--- src/rtl/cic_up_s3.sv ---
// 3-stage CIC interpolator: low-rate comb chain, zero-stuffing upsampler,
// high-rate integrator chain and output register, all modulo 2^OUTPUT_WIDTH.
module cic_up_s3 #(
  parameter int INPUT_WIDTH  = 12,
  parameter int OUTPUT_WIDTH = 15
) (
  input  logic                           clk,
  input  logic                           reset,
  input  logic                           clk_enable,
  input  logic [15:0]                    FACTOR,
  input  logic signed [INPUT_WIDTH-1:0]  filter_in,
  output logic                           ce_in,
  output logic signed [OUTPUT_WIDTH-1:0] filter_out,
  output logic                           ce_out
);

  localparam int W = OUTPUT_WIDTH;
  typedef logic signed [W-1:0] acc_t;

  logic [15:0] r_minus1;
  logic [15:0] cur_count_q, cur_count_d;

  acc_t x, c1, c2, c3, u;
  acc_t d1_q, d2_q, d3_q, comb_out_q;
  acc_t a1_q, a2_q, a3_q, out_q;
  logic fresh_q;
  logic ce_out_q;

  // FACTOR of 0 and 1 both give a ratio of one, so the counter never leaves 0.
  assign r_minus1 = (FACTOR == 16'd0) ? 16'd0 : FACTOR - 16'd1;

  // A comparison rather than equality lets a shrinking FACTOR wrap immediately.
  assign cur_count_d = (cur_count_q >= r_minus1) ? 16'd0 : cur_count_q + 16'd1;

  assign ce_in = clk_enable && (cur_count_q == 16'd0);

  assign x  = acc_t'(filter_in);
  assign c1 = x  - d1_q;
  assign c2 = c1 - d2_q;
  assign c3 = c2 - d3_q;

  // Zero-stuff: the comb result enters the integrators for exactly one clock.
  assign u = fresh_q ? comb_out_q : '0;

  // NOTE: non-blocking assignments make every integrator read the previous
  // value of its predecessor, which is what gives the pipeline its latency.
  always_ff @(posedge clk) begin
    if (reset) begin
      cur_count_q <= '0;
      d1_q        <= '0;
      d2_q        <= '0;
      d3_q        <= '0;
      comb_out_q  <= '0;
      fresh_q     <= 1'b0;
      a1_q        <= '0;
      a2_q        <= '0;
      a3_q        <= '0;
      out_q       <= '0;
      ce_out_q    <= 1'b0;
    end else begin
      ce_out_q <= clk_enable;
      if (clk_enable) begin
        cur_count_q <= cur_count_d;
        fresh_q     <= ce_in;
        a1_q        <= a1_q + u;
        a2_q        <= a2_q + a1_q;
        a3_q        <= a3_q + a2_q;
        out_q       <= a3_q;
        if (ce_in) begin
          d1_q       <= x;
          d2_q       <= c1;
          d3_q       <= c2;
          comb_out_q <= c3;
        end
      end
    end
  end

  assign filter_out = out_q;
  assign ce_out     = ce_out_q;

endmodule

--- config.mk ---
export PLATFORM = sky130hd
export DESIGN_NAME = cic_up_s3
export DESIGN_NICKNAME = d
export VERILOG_FILES = /design/src/rtl/cic_up_s3.sv
export SDC_FILE = /design/constraint.sdc
export NUM_CORES = 1
export LEC_CHECK = 0
export BUFFER_PORTS_ARGS = -buffer_cell sky130_fd_sc_hd__buf_2
export CAP_MARGIN = 20
export CORE_UTILIZATION = 40
export DETAILED_ROUTE_END_ITERATION = 8
export PLACE_DENSITY = 0.52
export SLEW_MARGIN = 20
export SYNTH_ARGS = -nofsm -noshare
export SYNTH_HDL_FRONTEND = slang
export SYNTH_SLANG_ARGS = --single-unit
--- constraint.sdc ---
create_clock -name clk -period 11.18 [get_ports clk]
set_clock_uncertainty 0.1 [all_clocks]
set_input_delay 1.118 -clock clk [delete_from_list [all_inputs] [get_ports clk]]
set_output_delay 1.118 -clock clk [all_outputs]
set_load 0.005 [all_outputs]
==> results of run 1 <==
## worst reg2reg max path, stage by stage, from the launching register on
cell and delay (ns):
dfxtp_1 0.31, ha_1 0.20, fa_1 0.39, nand2b_1 0.18
a21oi_1 0.14, o21ai_0 0.11, nor2b_1 0.16, xnor2_1 0.20
ha_1 0.33, a21oi_1 0.26, nor2_1 0.07, o31ai_1 0.20
a21boi_2 0.24, nor3b_1 0.27, nor2_1 0.07, ha_1 0.30
or2_2 0.30, a21o_1 0.19, a21oi_1 0.13, nor2b_1 0.06
o41ai_1 0.10, a2111oi_0 0.19, a311o_1 0.34
## metal layers
metal  vias to the layer above  track usage
met3                        11       0.0286
met1                      3516        0.231
met5                         -            0
met4                         0       0.0471
li1                       4106            -
met2                        57        0.292
## cell usage after synthesis (5+ instances only)
cell and count:
dfxtp_1 132, nand2_1 132, ha_1 100, nor2_1 95, a21oi_1 90, inv_1 70
xnor2_1 39, clkbuf_1 35, mux2i_1 35, a211oi_1 34, o21ai_0 32, xor2_1 31
a21o_1 27, nor2b_1 24, nand3_1 22, o21a_1 22, nor3_1 19, nand2b_1 18
and2_1 16, and3_1 10, nor4_1 10, a31oi_1 9, o31a_1 9, o21bai_1 8
o31ai_1 8, buf_2 7, nand4_1 7, a211o_1 6, fa_1 6, o211ai_1 6
or3_1 6, o311ai_0 5, or4_1 5
## power by group
| group | internal, µW | switching (µW) | leakage (µW) |
|---|---|---|---|
| logic | 280 | 351 | 0.00321 |
| clock network | 332 | 217 | 0.000255 |
| registers | 516 | 23.9 | 0.00107 |
| total | 1130 | 592 | 0.00454 |
## how the worst max path moves through the flow
stage / to / slack (ns)
finish: comb_out_q[13]$_SDFFE_PP0P_ / 5.72
CTS: comb_out_q[13]$_SDFFE_PP0P_ / 5.69
global route: comb_out_q[13]$_SDFFE_PP0P_ / 5.19
global placement: comb_out_q[13]$_SDFFE_PP0P_ / 5.37
detailed placement: comb_out_q[13]$_SDFFE_PP0P_ / 5.26
floorplan: comb_out_q[13]$_SDFFE_PP0P_ / 5.80
## logic make-up (layout without fill, tap and decap cells)
logic type | after synthesis | after routing
and+or+nand+nor | 389 | 389
xor gates and xnor gates | 70 | 70
adders and majority gates | 106 | 106
muxes | 39 | 39
AOI/OAI and AO/OA | 290 | 290
buffers and inverters | 115 | 153
DFF | 132 | 132
## per-stage QoR
stage / hold WS [ns] / utilization / worst slack, ns
floorplan: 0.327 / - / 5.80
global placement: 0.335 / 0.429 / 5.37
detailed placement: 0.345 / 0.429 / 5.26
CTS: 0.352 / 0.454 / 5.69
global route: 0.371 / 0.455 / 5.19
finish: 0.349 / 0.455 / 5.72
## cell type report
class                   count  area, µm²
well taps                 285        357
flip-flops and latches    132       2640
fillers                  2316      12400
multi-input cells         894       6210
clock buffers              19        443
repair buffers             51        270
clock inverters            12        134
inverters                  71        267
## sequential cells by signal, summed over array words and instances (netlist names), 12 cells and up
| name | flops |
|---|---|
| a1_q | 15 |
| a2_q | 15 |
| a3_q | 15 |
| comb_out_q | 15 |
| cur_count_q | 16 |
| d1_q | 12 |
| d2_q | 13 |
| d3_q | 14 |
| filter_out | 15 |
==> flow_summary.toml, run 1 <==
[outcome]
status = "finished, final reports clean"

[cells_and_area]
stdcell_area_um2 = 10300
n_antenna_cell = 0
nets = 1304
drive_gt1_frac = 0.0916
area_delta_synth_final_pct = 11.0
final_cell_mix = "nand2_1, dfxtp_1, ha_1"
stdcell_count = 1464

[critical_path]
worstPathArrival_ns = 5.67
crit_family = "compound AO/OA/AOI/OAI gates"
timing.critical_path.buf_inv = 2
cp.depth = 24
path_class = "in -> reg"
cp-start-kind = "input port"
r2r_end = "comb_out_q[13]$_SDFFE_PP0P_"
cp-end-kind = "flop"
path_cells = "buf_2, inv_1, ha_1, fa_1, nand2b_1, a21oi_1, o21ai_0, nor2b_1, xnor2_1, ha_1, a21oi_1, nor2_1, o31ai_1, a21boi_2, nor3b_1, nor2_1, ha_1, or2_2, a21o_1, a21oi_1, nor2b_1, o41ai_1, a2111oi_0, a311o_1"
crit_path_max_incr_delay_ns = 0.39
crit_start = "filter_in[0]"
reg2reg_depth = 22
required_ns = 11.38
r2r-start = "d1_q[0]$_SDFFE_PP0P_"
cp_max_fo = 6
ff2ff_setup_slack_ns = 6.24
timing.critical_path.slowest_stage_cell = "fa_1"

[synthesis]
synth.area.top_cells = "dfxtp_1, ha_1, nand2_1, a21oi_1, nor2_1"
synthMuxAreaShare = 0.0425
async_flop_share = 0
synth_compound_area_frac = 0.209
yosys.cell_types.count = 73
synth_fa_ha_area_frac = 0.147
yosysTopAreaCell = "dfxtp_1"
synthFlopType = "dfxtp_1"
yosys.area_share.simple = 0.203
syn-cell-area_um2 = 9300
yosys_warnings = 0
ys_seq_area_frac = 0.284
synth_xor_area_frac = 0.0659
synthCells = 1141
syn-num-nets = 1278
synth_top_area_frac = 0.284
synth_edf_count = 0
synth-seq-cells = 132
synth_area_per_cell_um2 = 8.15
synth_top_family_by_area = "compound AO/OA/AOI/OAI gates"

[floorplan]
row_count = 55
core_um2 = 22700
dieHeight_um = 154
die_area_um2 = 23900
start_util = 0.409
dieWidth_um = 154
io_pins = 48

[global_route]
grt_pass1_wl_um = 34500
antenna_found_initial = 0
grt_pass1_vias = 7293
grt_max_degree = 82
grt_util_all_layers = 0.174
grt_overflow = 0

[routing]
viasPerCell = 5.25
drc_errors = 0
drt-met1-wl_um = 10200
highest_layer = "met4"
wl_met3_um = 345
wl_um = 19700
ant_nets = 0
routedWlPerCell_um = 13.5
wl_met2_um = 8930
first_pass_iters = 4
first_iter_violations = 321
vias = 7690

[sta]
fmax_ghz = 0.183
maxSlewHeadroom = 0.430
worst_slew_pin_slew_ns = 0.855
setup_tns_ns = 0
rsz0062_at_grt = "no"
final-setup-viol-count = 0
hold_viol = 0
post-route-period-util = 0.489
post-route-min-period_ns = 5.46
finalMaxSlewViolations = 0

[power_and_ir_drop]
power_density_nw_per_um2 = 167
p_leak_uw = 0.00454
ir_drop_v = 0.000103
p_total_uw = 1720

[clock_network]
h-tree-depth = 4
ctsLongestPathBuffers = 2
clock_sinks = 132
numCtsBuffers = 17
clock_latency_ns = 0.42
cts_tree = "done"
clkTransAtPathRegs_ns = 0.06
cts_setup_buffers = 0
root_buffer = "clkbuf_16"
postCtsHoldBufs = 0
cts_resized = 0

[placement]
place.gp.congestion = 0.775
dp.cells = 1433
port_buffers = 47
dp_hpwl_um = 13900
placed_area_um2 = 9740

[worst_hold_path]
min_to = "comb_out_q[14]$_SDFFE_PP0P_"
hold_path.startpoint = "comb_out_q[14]$_SDFFE_PP0P_"
min_path_cells = 2
min_path_type = "reg -> reg"

[flow_run]
maxCapViolCount = 0
No activity file was read; power rests on OpenSTA's default activity.
==> run 2, diff against run 1 <==
--- a/config.mk
+++ b/config.mk
@@ -9,7 +9,7 @@
 export CAP_MARGIN = 20
 export CORE_UTILIZATION = 40
 export DETAILED_ROUTE_END_ITERATION = 8
-export PLACE_DENSITY = 0.52
+export PLACE_DENSITY = 0.54
 export SLEW_MARGIN = 20
 export SYNTH_ARGS = -nofsm -noshare
 export SYNTH_HDL_FRONTEND = slang
==> constraint.sdc (replaced) <==
create_clock -name clk -period 4.8 [get_ports clk]
set_clock_uncertainty 0.1 [all_clocks]
set_input_delay 0.48 -clock clk [delete_from_list [all_inputs] [get_ports clk]]
set_output_delay 0.48 -clock clk [all_outputs]
set_load 0.005 [all_outputs]
==> run 2 against run 1 <==
First-iteration DRC count is 4.7% higher. Sequential share of layout area shrank 0.58 points. Register-to-register slack worse by 5.9 ns. Critical endpoint unchanged.
==> flow_summary.toml, run 2 (synthesis gave the netlist of run 1 again) <==
[outcome]
status = "finished, final reports clean"

[global_route]
antenna_found_initial = 0
grt_overflow = 0
grt_max_degree = 84
grt_pass1_wl_um = 34500
grt_pass1_vias = 7298
grt_util_all_layers = 0.175

[critical_path]
r2r_end = "comb_out_q[13]$_SDFFE_PP0P_"
ff2ff_setup_slack_ns = 0.30
crit_path_max_incr_delay_ns = 0.34
required_ns = 5.00
timing.critical_path.buf_inv = 0
cp-start-kind = "flop"
cp-end-kind = "flop"
reg2reg_depth = 22
cp_max_fo = 4
path_class = "reg -> reg"
r2r-start = "d1_q[0]$_SDFFE_PP0P_"
path_cells = "ha_2, fa_2, nand2b_4, a21oi_1, o21ai_1, nor2b_1, xnor2_1, ha_1, a21oi_2, nor2_1, o31ai_1, a21boi_2, nor3b_4, nor2_1, ha_1, or2_2, a21o_1, a21oi_2, nor2b_1, o41ai_2, a2111oi_2, a311o_1"
timing.critical_path.slowest_stage_cell = "fa_2"
worstPathArrival_ns = 4.71
crit_family = "compound AO/OA/AOI/OAI gates"

[floorplan]
core_um2 = 22700
io_pins = 48
row_count = 55
die_area_um2 = 23900
start_util = 0.409
dieHeight_um = 154
dieWidth_um = 154

[placement]
dp_hpwl_um = 14000
placed_area_um2 = 9920
place.gp.congestion = 0.810
port_buffers = 47

[clock_network]
clkTransAtPathRegs_ns = 0.07
ctsLongestPathBuffers = 2
root_buffer = "clkbuf_16"
h-tree-depth = 4
numCtsBuffers = 17
postCtsHoldBufs = 0
cts_tree = "done"
clock_sinks = 132
clock_latency_ns = 0.43

[routing]
ant_nets = 0
viasPerCell = 5.24
drc_errors = 0
vias = 7818
routedWlPerCell_um = 13.3
first_pass_iters = 5
wl_um = 19800
first_iter_violations = 336

[worst_hold_path]
min_to = "d1_q[3]$_SDFFE_PP0P_"
min_path_type = "in -> reg"
hold_path.startpoint = "filter_in[3]"
min_path_cells = 3

[power_and_ir_drop]
power_density_nw_per_um2 = 394
p_leak_uw = 0.00469
ir_drop_v = 0.000211

[sta]
setup_tns_ns = 0
post-route-min-period_ns = 4.50
hold_viol = 0
finalMaxSlewViolations = 0
final-setup-viol-count = 0
maxSlewHeadroom = 0.411
rsz0062_at_grt = "no"
fmax_ghz = 0.222
post-route-period-util = 0.938
worst_slew_pin_slew_ns = 0.883

[cells_and_area]
stdcell_area_um2 = 10600
utilization = 0.465
top_register = "cur_count_q"
area_delta_synth_final_pct = 13.6
final_cell_mix = "nand2_1, dfxtp_1, ha_1"
ff_latch_area_um2 = 2640
drive_gt1_frac = 0.118
nets = 1330
n_antenna_cell = 0
n_fill_cell = 2276
multi_input_area_um2 = 6250
largest_reg_flops = 16

[flow_run]
maxCapViolCount = 0
## run 2: repair_timing
item / in CTS / in global routing
resized for setup: 3 / 8
buffers inserted: 1 / 2
pin swaps: 3 / 4
setup endpoints to repair: 1 / 4
## run 2: worst register-to-register path, delay by kind of cell (launching register included)
family / cells / cell delay (ns)
compound gates: 10 / 1.68
xor+xnor: 1 / 0.19
fa+ha+maj: 4 / 1.12
flops: 1 / 0.31
simple gates: 7 / 0.99
## run 2: per-stage QoR
stage / worst slack (ns) / hold WS (ns) / power [µW] / instances
after floorplan: 0.0575 / 0.327 / 2470 / 1141
after global placement: -0.192 / 0.337 / 2840 / 1456
after detailed placement: -0.343 / 0.343 / 2850 / 1456
after CTS: 0.00450 / 0.186 / 4180 / 1489
after global routing: 0.0118 / 0.192 / 4480 / 1491
final: 0.299 / 0.194 / 4170 / 1491
## run 2: final cells by class
class / instances / area share
timing repair buffer: 77 / 0.0440
tap: 285 / 0.0337
multi-input combinational: 894 / 0.592
clock buffer: 18 / 0.0406
clock inverter: 14 / 0.0144
sequential: 132 / 0.250
inverter: 71 / 0.0252
## run 2: how the worst max path moves through the flow
stage / from / to / slack, ns / cells past startpoint
6_report: d1_q[0]$_SDFFE_PP0P_ / comb_out_q[13]$_SDFFE_PP0P_ / 0.30 / 22
2_1_floorplan: filter_in[0] / comb_out_q[13]$_SDFFE_PP0P_ / 0.06 / 23
3_3_place_gp: filter_in[0] / comb_out_q[13]$_SDFFE_PP0P_ / -0.19 / 24
4_1_cts: d1_q[0]$_SDFFE_PP0P_ / comb_out_q[13]$_SDFFE_PP0P_ / 0.005 / 22
5_1_grt: d1_q[1]$_SDFFE_PP0P_ / comb_out_q[14]$_SDFFE_PP0P_ / 0.01 / 19
3_5_place_dp: filter_in[0] / comb_out_q[13]$_SDFFE_PP0P_ / -0.34 / 24
## run 2: power breakdown
group / switching, µW / internal [µW]
Combinational: 863 / 752
Sequential: 57.3 / 1200
Clock: 524 / 769
## run 2: layer usage
metal  global-route usage  vias to the layer above  share of wire
met2                0.296                       72           0.47
met5                    0                        -              0
met1                0.227                     3563           0.50
met3               0.0305                       14          0.020
li1                     -                     4169              -
met4               0.0490                        0         0.0096
==> run 3, diff against run 2 <==
--- a/config.mk
+++ b/config.mk
@@ -10,6 +10,7 @@
 export CORE_UTILIZATION = 40
 export DETAILED_ROUTE_END_ITERATION = 8
 export PLACE_DENSITY = 0.54
+export RECOVER_POWER = 50
 export SLEW_MARGIN = 20
 export SYNTH_ARGS = -nofsm -noshare
 export SYNTH_HDL_FRONTEND = slang
==> run 3 against run 2 <==
The run now ends with max-capacitance violations, max-slew violations left. Sequential share of layout area is essentially flat. Non-clock buffer count is the same. Power is essentially flat. Cell count is the same. Clock power is essentially flat. Combinational power is essentially flat. Critical path type unchanged.
==> flow_summary.toml, run 3 (synthesis gave the netlist of run 1 again) <==
[cells_and_area]
final_cell_mix = "nand2_1, dfxtp_1, ha_1"
largest_reg_flops = 16
drive_gt1_frac = 0.114
stdcell_area_um2 = 10600
n_antenna_cell = 0
utilization = 0.465
nets = 1330
top_register = "cur_count_q"
area_delta_synth_final_pct = 13.5

[floorplan]
io_pins = 48
row_count = 55
die_area_um2 = 23900
start_util = 0.409
dieHeight_um = 154
dieWidth_um = 154
core_um2 = 22700

[routing]
viasPerCell = 5.24
routedWlPerCell_um = 13.3
ant_nets = 0
vias = 7818
drc_errors = 0
wl_um = 19800
first_iter_violations = 336
first_pass_iters = 5

[critical_path]
crit_path_max_incr_delay_ns = 0.34
required_ns = 5.00
path_cells = "ha_2, fa_2, nand2b_4, a21oi_1, o21ai_1, nor2b_1, xnor2_1, ha_1, a21oi_2, nor2_1, o31ai_1, a21boi_2, nor3b_4, nor2_1, ha_1, or2_2, a21o_1, a21oi_2, nor2b_1, o41ai_2, a2111oi_2, a311o_1"
cp-end-kind = "flop"
cp_max_fo = 4
crit_family = "compound AO/OA/AOI/OAI gates"
timing.critical_path.buf_inv = 0
worstPathArrival_ns = 4.71
timing.critical_path.slowest_stage_cell = "fa_2"
path_class = "reg -> reg"
reg2reg_depth = 22
cp.depth = 22
cp-start-kind = "flop"

[clock_network]
clock_latency_ns = 0.43
ctsLongestPathBuffers = 2
h-tree-depth = 4
cts_tree = "done"
numCtsBuffers = 17
clock_sinks = 132
clkTransAtPathRegs_ns = 0.07
root_buffer = "clkbuf_16"
postCtsHoldBufs = 0

[sta]
post-route-period-util = 0.938
fmax_ghz = 0.222
post-route-min-period_ns = 4.50
rsz0062_at_grt = "no"
finalMaxSlewViolations = 126
hold_viol = 0
setup_ws_ns = 0.299
whs_ns = 0.195
final-setup-viol-count = 0
worst_slew_pin_slew_ns = 3.68
maxSlewHeadroom = -1.45

[placement]
placed_area_um2 = 9920
port_buffers = 47
place.gp.congestion = 0.810
dp_hpwl_um = 14000
pre_cts_slack_ns = -0.343

[global_route]
grt_max_degree = 84
grt_pass1_vias = 7298
antenna_found_initial = 0
grt_util_all_layers = 0.175
grt_pass1_wl_um = 34500
grt_overflow = 0

[power_and_ir_drop]
power_density_nw_per_um2 = 395
p_leak_uw = 0.00467
ir_drop_v = 0.000211
p_total_uw = 4170

[flow_run]
maxCapViolCount = 2

[outcome]
status = "finished, violations left"
violations = "max-capacitance violations, max-slew violations"

[worst_hold_path]
min_path_cells = 3
min_path_type = "in -> reg"
-- run 3: cell types whose count changed in the layout (fill, tap and decap cells not counted) --
cell / delta
buf_2: -3
buf_4: -2
clkbuf_1: +5
-- run 3: repair_timing --
| item | 4_1_cts | 5_1_grt |
|---|---|---|
| setup endpoints to repair | 1 | 4 |
| gates resized for setup | 3 | 8 |
| setup buffers | 1 | 2 |
| pin swaps | 3 | 4 |
-- run 3: report_power, final --
group / internal, µW / switching (µW)
Combinational: 753 / 863
Clock: 769 / 523
Sequential: 1200 / 57.3
Total: 2720 / 1440
-- run 3: through the flow --
stage,TNS [ns],instances
floorplan,0,1141
global placement,-0.192,1456
detailed placement,-0.498,1456
CTS,0,1489
global route,0,1491
finish,0,1491
-- run 3: area by class of cell --
| class | count | area (µm²) |
|---|---|---|
| Fill cell | 2282 | 12200 |
| Inverter | 71 | 267 |
| Sequential cell | 132 | 2640 |
| Clock buffer | 18 | 429 |
| Clock inverter | 14 | 153 |
| Timing Repair Buffer | 77 | 454 |
| Tap cell | 285 | 357 |
| Multi-Input combinational cell | 894 | 6250 |
-- run 3: layer usage --
metal | routed length (µm) | track usage | up-vias
met4 | 189 | 0.0490 | 0
met3 | 388 | 0.0305 | 14
met5 | 0 | 0 | -
li1 | - | - | 4169
met1 | 9990 | 0.227 | 3565
met2 | 9220 | 0.296 | 70
-- run 3: tightest hold or removal path: cells and delay by family --
| kind | cells | cell delay, ns |
|---|---|---|
| AOI/OAI and AO/OA | 1 | 0.05 |
| buffers and inverters | 1 | 0.11 |
| and+or+nand+nor | 1 | 0.05 |
-- run 3: path summary, 6_finish.rpt --
path,slack [ns],from,endpoint
worst min register to register,0.34,comb_out_q[4]$_SDFFE_PP0P_,comb_out_q[4]$_SDFFE_PP0P_
worst max register to register,0.30,d1_q[0]$_SDFFE_PP0P_,comb_out_q[13]$_SDFFE_PP0P_
worst min-delay path,0.19,filter_in[3],d1_q[3]$_SDFFE_PP0P_
worst max-delay path,0.30,d1_q[0]$_SDFFE_PP0P_,comb_out_q[13]$_SDFFE_PP0P_
